File: src/rtl/uart_bus_host.sv
// uart_bus_host: UART 8N1 debug host, turns W/R frames into
// single-word bus transactions and serializes the reply.
// Ports:
//   clk_i, rst_i (async, high)  uart_rx_i / uart_tx_o (8N1)
//   host_req_o/gnt_i/addr_o/we_o/be_o/wdata_o   request
//   host_rvalid_i/rdata_i/err_i                 response
//   busy_o  frame FSM outside IDLE
module uart_bus_host #(
  parameter int ClockFrequency = 50_000_000,
  parameter int BaudRate       = 115_200,
  parameter int TimeoutBauds   = 64,
  parameter int AddrWidth      = 32,
  parameter int DataWidth      = 32
) (
  input  logic                 clk_i,
  input  logic                 rst_i,
  input  logic                 uart_rx_i,
  output logic                 uart_tx_o,
  output logic                 host_req_o,
  input  logic                 host_gnt_i,
  output logic [AddrWidth-1:0] host_addr_o,
  output logic                 host_we_o,
  output logic [3:0]           host_be_o,
  output logic [DataWidth-1:0] host_wdata_o,
  input  logic                 host_rvalid_i,
  input  logic [DataWidth-1:0] host_rdata_i,
  input  logic                 host_err_i,
  output logic                 busy_o
);
  localparam int Cpb  = ClockFrequency / BaudRate;
  localparam int CntW = $clog2(Cpb + 1);
  localparam int ToW  = $clog2(TimeoutBauds + 1);

  typedef enum logic [1:0] {
    RX_IDLE, RX_START, RX_DATA, RX_STOP
  } rx_state_t;

  typedef enum logic [2:0] {
    F_IDLE, F_ADDR, F_DATA,
    F_BUS_REQ, F_BUS_WAIT, F_RESP
  } f_state_t;

  // Free-running baud tick for TX and timeout.
  logic [CntW-1:0] r_baud_cnt;
  logic            w_tick;
  assign w_tick = (r_baud_cnt == CntW'(Cpb - 1));

  always_ff @(posedge clk_i or posedge rst_i) begin
    if (rst_i)       r_baud_cnt <= '0;
    else if (w_tick) r_baud_cnt <= '0;
    else             r_baud_cnt <= r_baud_cnt + 1'b1;
  end

  rx_state_t       r_rx_state;
  logic            r_rx_s1, r_rx_s2, r_rx_s3;
  logic [CntW-1:0] r_rx_cnt;
  logic [2:0]      r_rx_bit;
  logic [7:0]      r_rx_sh;
  logic            r_rx_valid;

  // r_rx_s3 only serves edge detection on the synced line.
  always_ff @(posedge clk_i or posedge rst_i) begin
    if (rst_i) begin
      r_rx_s1    <= 1'b1;
      r_rx_s2    <= 1'b1;
      r_rx_s3    <= 1'b1;
      r_rx_state <= RX_IDLE;
      r_rx_cnt   <= '0;
      r_rx_bit   <= '0;
      r_rx_sh    <= '0;
      r_rx_valid <= 1'b0;
    end else begin
      r_rx_s1    <= uart_rx_i;
      r_rx_s2    <= r_rx_s1;
      r_rx_s3    <= r_rx_s2;
      r_rx_valid <= 1'b0;
      unique case (r_rx_state)
        RX_IDLE: begin
          if (r_rx_s3 && !r_rx_s2) begin
            r_rx_cnt   <= CntW'(Cpb / 2);
            r_rx_state <= RX_START;
          end
        end
        RX_START: begin
          if (r_rx_cnt != '0) begin
            r_rx_cnt <= r_rx_cnt - 1'b1;
          end else if (r_rx_s2) begin
            r_rx_state <= RX_IDLE;
          end else begin
            r_rx_cnt   <= CntW'(Cpb - 1);
            r_rx_bit   <= '0;
            r_rx_state <= RX_DATA;
          end
        end
        RX_DATA: begin
          if (r_rx_cnt != '0) begin
            r_rx_cnt <= r_rx_cnt - 1'b1;
          end else begin
            r_rx_sh  <= {r_rx_s2, r_rx_sh[7:1]};
            r_rx_cnt <= CntW'(Cpb - 1);
            r_rx_bit <= r_rx_bit + 1'b1;
            if (r_rx_bit == 3'd7)
              r_rx_state <= RX_STOP;
          end
        end
        RX_STOP: begin
          if (r_rx_cnt != '0) begin
            r_rx_cnt <= r_rx_cnt - 1'b1;
          end else begin
            // A low stop bit drops the byte.
            r_rx_valid <= r_rx_s2;
            r_rx_state <= RX_IDLE;
          end
        end
      endcase
    end
  end

  f_state_t             r_state;
  logic [31:0]          r_abuf;
  logic [DataWidth-1:0] r_wdata;
  logic [31:0]          r_reply;
  logic [2:0]           r_rlen;
  logic                 r_we, r_req, r_tx;
  logic [1:0]           r_bcnt;
  logic [ToW-1:0]       r_to;
  logic [3:0]           r_tx_bits;
  logic [8:0]           r_tx_sh;
  logic [31:0]          w_reply;
  logic [2:0]           w_rlen;

  assign w_reply = host_err_i ? 32'h15 :
                   r_we       ? 32'h06 : host_rdata_i;
  assign w_rlen  = (host_err_i || r_we) ? 3'd1 : 3'd4;

  always_ff @(posedge clk_i or posedge rst_i) begin
    if (rst_i) begin
      r_state   <= F_IDLE;
      r_abuf    <= '0;
      r_wdata   <= '0;
      r_reply   <= '0;
      r_rlen    <= '0;
      r_we      <= 1'b0;
      r_req     <= 1'b0;
      r_tx      <= 1'b1;
      r_bcnt    <= '0;
      r_to      <= '0;
      r_tx_bits <= '0;
      r_tx_sh   <= '1;
    end else begin
      unique case (r_state)
        F_IDLE: begin
          if (r_rx_valid) begin
            r_bcnt <= '0;
            r_to   <= '0;
            if (r_rx_sh == 8'h57) begin
              r_we    <= 1'b1;
              r_state <= F_ADDR;
            end else if (r_rx_sh == 8'h52) begin
              r_we    <= 1'b0;
              r_state <= F_ADDR;
            end else begin
              r_reply <= 32'h15;
              r_rlen  <= 3'd1;
              r_state <= F_RESP;
            end
          end
        end
        F_ADDR, F_DATA: begin
          if (r_rx_valid) begin
            r_to   <= '0;
            r_bcnt <= r_bcnt + 1'b1;
            if (r_state == F_ADDR)
              r_abuf <= {r_rx_sh, r_abuf[31:8]};
            else
              r_wdata <= {r_rx_sh, r_wdata[DataWidth-1:8]};
            if (r_bcnt == 2'd3) begin
              if (r_state == F_ADDR && r_we) begin
                r_state <= F_DATA;
              end else begin
                r_req   <= 1'b1;
                r_state <= F_BUS_REQ;
              end
            end
          end else if (w_tick) begin
            if (r_to == ToW'(TimeoutBauds - 1))
              r_state <= F_IDLE;
            else
              r_to <= r_to + 1'b1;
          end
        end
        F_BUS_REQ: begin
          if (host_gnt_i) begin
            r_req <= 1'b0;
            if (host_rvalid_i) begin
              r_reply <= w_reply;
              r_rlen  <= w_rlen;
              r_state <= F_RESP;
            end else begin
              r_state <= F_BUS_WAIT;
            end
          end
        end
        F_BUS_WAIT: begin
          if (host_rvalid_i) begin
            r_reply <= w_reply;
            r_rlen  <= w_rlen;
            r_state <= F_RESP;
          end
        end
        F_RESP: begin
          // r_tx_bits == 0: stop bit done or idle.
          if (w_tick) begin
            if (r_tx_bits != '0) begin
              r_tx      <= r_tx_sh[0];
              r_tx_sh   <= {1'b1, r_tx_sh[8:1]};
              r_tx_bits <= r_tx_bits - 1'b1;
            end else if (r_rlen != '0) begin
              r_tx      <= 1'b0;
              r_tx_sh   <= {1'b1, r_reply[7:0]};
              r_reply   <= {8'h00, r_reply[31:8]};
              r_rlen    <= r_rlen - 1'b1;
              r_tx_bits <= 4'd9;
            end else begin
              r_state <= F_IDLE;
            end
          end
        end
        default: r_state <= F_IDLE;
      endcase
    end
  end

  assign uart_tx_o    = r_tx;
  assign host_req_o   = r_req;
  assign host_we_o    = r_we;
  assign host_be_o    = 4'hF;
  assign host_addr_o  = {r_abuf[AddrWidth-1:2], 2'b00};
  assign host_wdata_o = r_wdata;
  assign busy_o       = (r_state != F_IDLE);

endmodule

File: config.mk
export PLATFORM = sky130hd
export DESIGN_NAME = uart_bus_host
export DESIGN_NICKNAME = d
export VERILOG_FILES = /design/src/rtl/uart_bus_host.sv
export SDC_FILE = /design/constraint.sdc
export NUM_CORES = 1
export LEC_CHECK = 0
export BUFFER_PORTS_ARGS = -buffer_cell sky130_fd_sc_hd__buf_2
export CORE_MARGIN = 5
export CORE_UTILIZATION = 45
export DETAILED_ROUTE_END_ITERATION = 6
export GPL_ROUTABILITY_DRIVEN = 0
export PLACE_DENSITY = 0.7
export RECOVER_POWER = 100
export SYNTH_ARGS = -nofsm -noshare
export SYNTH_HDL_FRONTEND = slang
export SYNTH_SLANG_ARGS = --single-unit
export TNS_END_PERCENT = 20
File: constraint.sdc
create_clock -name clk_i -period 5.1 [get_ports clk_i]
set_clock_uncertainty 0.15 [all_clocks]
set_input_delay 0 -clock clk_i [delete_from_list [all_inputs] [get_ports clk_i]]
set_output_delay 0 -clock clk_i [all_outputs]
set_load 0.05 [all_outputs]
* Yosys cells after proc, flatten, opt, wreduce, memory -nomap -nowiden
Index checks and enable logic that the tools add are counted.
** Operators by class
- Bitwise gates (word level) :: 2
- Muxes and demuxes :: 77
- Reductions and logical operators :: 30
- Add/subtract/negate cells :: 7
- Eq/ne operators :: 38
** Operators with widths (count)
- $mux W32 :: 10
- $pmux W32 S4 :: 1
- $mux W3 :: 24
- $mux W9 :: 8
- $ne A2 B2 Y1 const B :: 19
- $pmux W9 S4 :: 1
- $mux W7 :: 4
- $reduce_and A3 Y1 :: 6
- $eq A8 B7 Y1 const B :: 2
- $mux W2 :: 8
- $ne A3 B3 Y1 const B :: 5
- $pmux W3 S5 :: 1
- $pmux W7 S2 :: 1
- $mux W1 :: 12
- $pmux W3 S4 :: 1
- $reduce_and A5 Y1 :: 2
- $reduce_bool A2 Y1 :: 5
- $add A9 B1 Y9 const B :: 1
- $eq A3 B3 Y1 const B :: 3
- $eq A9 B9 Y1 const B :: 1
- $reduce_and A9 Y1 :: 1
- $reduce_bool A9 Y1 :: 1
- $sub A9 B1 Y9 const B :: 1
- $mux W4 :: 2
- other kinds (26) :: 34
** Storage, ports and cells
- Bits of input ports :: 38
- Bits in registers :: 162
- Logic and storage cells :: 175
- Output and inout bits :: 72

* Depth between registers and ports, before layout
- Depth in word-level cells :: 6
- Gate-level depth with buffers :: 9
- Gate-level depth less buffers :: 7

* Worst setup path after synthesis
Ideal clock, no wire load.
- Path kind :: register to register
- From :: register r_tx_bits[0]
- To :: register r_state[0]
- Setup slack :: 2.723 ns
- Arrival time :: 2.103 ns
- Stages on the path, launching flop included :: 7
- Library setup time :: 0.125 ns
- Path buffers :: 1
- Cells stage by stage :: dfrtp_1 -> buf_6 -> nor4_2 -> a21oi_1 -> a21oi_1 -> and2_2 -> mux2_2
** On the way
- Word-level cells in the longest chain between the ends :: 3
** Ends and longest elaborated chain
- start, declared :: line 127 : logic [3:0] r_tx_bits;
- start signal, assigned :: line 217 : r_tx_bits <= r_tx_bits - 1'b1;
- $reduce_bool A4 Y1 :: line 214 : if (r_tx_bits != '0) begin
- $ne A2 B2 Y1 (no line)
- $reduce_and A9 Y1 (no line)
- end signal, assigned :: line 208 : r_state <= F_RESP;
- end signal, assigned :: line 225 : r_state <= F_IDLE;
- end signal, assigned :: line 229 : default: r_state <= F_IDLE;
- end, declared :: line 119 : f_state_t r_state;
No other way between the ends.
A chain may end at the register's enable or synchronous reset.

* Final worst setup path
- From :: register r_baud_cnt[3]
- To :: register r_to[2]
** On the way
- Word-level cells in the longest chain between the ends :: 3
** Ends and longest elaborated chain
- start, declared :: line 44 : logic [CntW-1:0] r_baud_cnt;
- start signal, assigned :: line 51 : else r_baud_cnt <= r_baud_cnt + 1'b1;
- $eq A9 B9 Y1 :: line 46 : assign w_tick = (r_baud_cnt == CntW'(Cpb - 1));
- $ne A3 B3 Y1 (no line)
- $reduce_and A4 Y1 (no line)
- end signal, assigned :: line 189 : r_to <= r_to + 1'b1;
- end, declared :: line 126 : logic [ToW-1:0] r_to;
No other way between the ends.

==> impl_metrics.csv <==
group,metric,value,unit
sta,hold_viol,0,
yosys,synth_edf_count,0,
die,die_x,139.8,um
global_routing,grt_pass1_vias,5579,
status,status,"finished with violations",
sta,fin_crit_sh,68.40,%
yosys,synth_seq_area_share,52.67,%
route,vias,5381,
die,coreArea,0.01658,mm2
pwr,power.leakage,4.277,nW
route,wl_per_cell,15.80,um
clock_tree,cts_resized,0,
route,firstDrtPassIters,4,
sta,tightest_slew,1.757,ns
critical_path,critical_path_class,"flip-flop to flip-flop",
finish,final_nets,833,
global_routing,grt_overflow,0,
die,pin_count,110,
die,start_util,45.72,%
status,violations,"capacitance limit, slew limit",
clock_tree,insertion_delay,0.43,ns
critical_path,r2r_end,"r_to[2]$_DFFE_PP0P_",
hold_path,hold_depth,2,
die,rows,47,
critical_path,crit_arrival,3.66,ns
finish,drive_gt1_share,22.32,%
clock_tree,clk_pin_slew,0.07,ns
route,vias_per_cell,5.312,
sta,min_period,3.488,ns
critical_path,reg2reg_slack,1.61,ns
yosys,synth_seq_cells,159,
yosys,synthArstFlopShare,100.0,%
sta,final.setup.tns,0,ns
finish,diodes,0,
yosys,synth_cell_types,73,
route,drc_errors,0,
hold_path,whs_endpoint,"r_rx_s1$_DFF_PP1_",
placed_design,port_buffers,103,
global_routing,grt_max_degree,103,
yosys,synth_area,0.007582,mm2
global_routing,track_usage,16.98,%
pwr,power_per_cell_area,435.9,mW/mm2
placed_design,dpl.hpwl,10840,um
yosys,syn_area_per_cell,11.70,um2
critical_path,crit_path_max_fanout,7,
sta,setup_viol,0,
clock_tree,root_buffer,"clkbuf_16",
yosys,synth_top_flop_cell,"dfrtp_1",
clock_tree,cts_inserted_buffers,17,
yosys,synthCells,648,
critical_path,r2r_start,"r_baud_cnt[3]$_DFF_PP0_",
sta,slew_viol_final,90,
yosys,yosys_warnings,0,
pwr,p_total,3.936,mW
clock_tree,cts_tree,"yes",
critical_path,required,5.27,ns
route,ant_nets,0,
sta,relSlewSlack,-17.14,%
route,postRouteWirelength,16000,um
clock_tree,htree_levels,4,
sta,fmax,286.7,MHz
critical_path,endpoint_kind,"flip-flop",
finish,synthToLayoutAreaGrowth,19.09,%
clock_tree,clkSinkCount,159,
pwr,irDropWorstVdd,235.3,uV
route,drtIter0Drc,343,
critical_path,startpoint_type,"flip-flop",
die,die_y,139.8,um
job,drv_cap,4,
global_routing,grt_pass1_wl,27430,um
hold_path,hold_class,"primary input to flip-flop",
sta,rsz0062_at_grt,"no",
global_routing,antenna_found_initial,0,
hold_path,min_from,"uart_rx_i",
die,die_area,0.01955,mm2
clock_tree,clk_path_buf_depth,2,
critical_path,reg2reg_depth,5,
==> placed cells by master, fill, tap and decap left out, types with 7 or more instances in the layout <==
cell	synthesis	routed
nor3_1	8	7
mux2_2	78	77
nor2_1	30	29
mux2i_1	9	9
nand3_1	10	10
dlygate4sd3_1	0	40
inv_1	19	18
dfrtp_1	147	147
and3_1	8	8
clkbuf_16	0	17
clkbuf_1	19	69
dfstp_2	12	11
ha_1	15	15
a21oi_1	32	32
o21ai_0	45	46
buf_2	4	36
a22o_1	21	21
a31oi_1	8	8
nand2_1	50	50
mux2_1	0	20
==> worst max-delay path by stage <==
stage                                            end                    start  depth (start not counted)
after global routing             r_to[2]$_DFFE_PP0P_  r_baud_cnt[3]$_DFF_PP0_                          5
final                            r_to[2]$_DFFE_PP0P_  r_baud_cnt[3]$_DFF_PP0_                          5
after detailed placement     r_reply[23]$_DFFE_PP0P_   r_state[2]$_DFFE_PP0P_                          6
after CTS                    r_reply[23]$_DFFE_PP0P_   r_state[2]$_DFFE_PP0P_                          6
after global placement       r_reply[19]$_DFFE_PP0P_   r_state[0]$_DFFE_PP0P_                          6
after floorplan           asynchronous set/reset pin                    rst_i                          1
==> cells by family after synthesis <==
logic type | Yosys count | synth area share [%]
other cells | 2 | 0.09905
xor+xnor | 10 | 1.155
mux | 106 | 16.53
simple gates | 148 | 10.05
flops | 159 | 52.67
buf+inv | 60 | 3.911
fa+ha+maj | 15 | 2.475
compound gates | 148 | 13.10
==> timing repair <==
action,CTS,global route
buffers inserted,0,0
hold buffers,40,0
endpoints found under the hold margin,127,0
==> power by group <==
group	leakage (nW)	total (mW)	switching, mW	internal [mW]
logic	1.88	1.15	0.670	0.480
clock network	0.292	1.24	0.581	0.658
registers	2.11	1.55	0.147	1.40
==> per-stage QoR <==
| stage | setup slack (ns) | cell area (um2) | cells | util [%] | hold WS (ns) |
|---|---|---|---|---|---|
| after floorplan | 0.6783 | 7597 | 652 | - | -0.1455 |
| after detailed placement | 2.137 | 8228 | 941 | 49.62 | -0.04150 |
| after global placement | 2.234 | 8228 | 941 | 49.62 | -0.03968 |
| after global routing | 1.178 | 9030 | 1013 | 54.45 | 0.05812 |
| final | 1.612 | 9030 | 1013 | 54.45 | 0.06507 |
| after CTS | 2.110 | 9219 | 1013 | 55.59 | 0.05100 |
==> worst max-delay path, stage by stage, from the launching register on <==
cell	delay, ns
dfrtp_1	0.42
nor4b_1	0.75
a31oi_1	0.23
a2111oi_0	1.37
a21oi_1	0.20
a31o_2	0.27
==> sequential cells by signal, summed over array words and instances (netlist names), 2 cells and up, named ones only <==
signal	cells
host_wdata_o	32
r_abuf	30
r_baud_cnt	9
r_bcnt	2
r_reply	32
r_rlen	3
r_rx_bit	3
r_rx_cnt	9
r_rx_sh	8
r_state	3
r_to	7
r_tx_bits	4
r_tx_sh	8
==> layout make-up <==
type | instances | area (um2)
Timing Repair Buffer | 150 | 877.1
Clock inverter | 15 | 165.2
Fill cell | 1472 | 7553
Inverter | 19 | 76.32
Multi-Input combinational cell | 433 | 3217
Clock buffer | 17 | 425.4
Tap cell | 220 | 275.3
Sequential cell | 159 | 3994
==> Yosys cell counts, drive strengths merged, types with 12 or more instances <==
master | instances | share of area (%)
buf | 21 | 2.0
nor2 | 31 | 1.6
dfrtp | 147 | 49
a22o | 21 | 2.4
nand2 | 50 | 2.5
o21ai | 47 | 3.1
inv | 19 | 0.94
ha | 15 | 2.5
a21oi | 32 | 2.1
clkbuf | 20 | 1.0
mux2 | 97 | 15
dfstp | 12 | 4.2
==> per-layer routing <==
metal	share of wire [%]	GRT usage [%]	routed length, um
met5	0	0	0
met3	4.4	4.254	704
met1	45	22.07	7198
met4	2.0	6.119	317
met2	49	27.68	7782
Note: power is estimated with default switching activity, not from simulation.
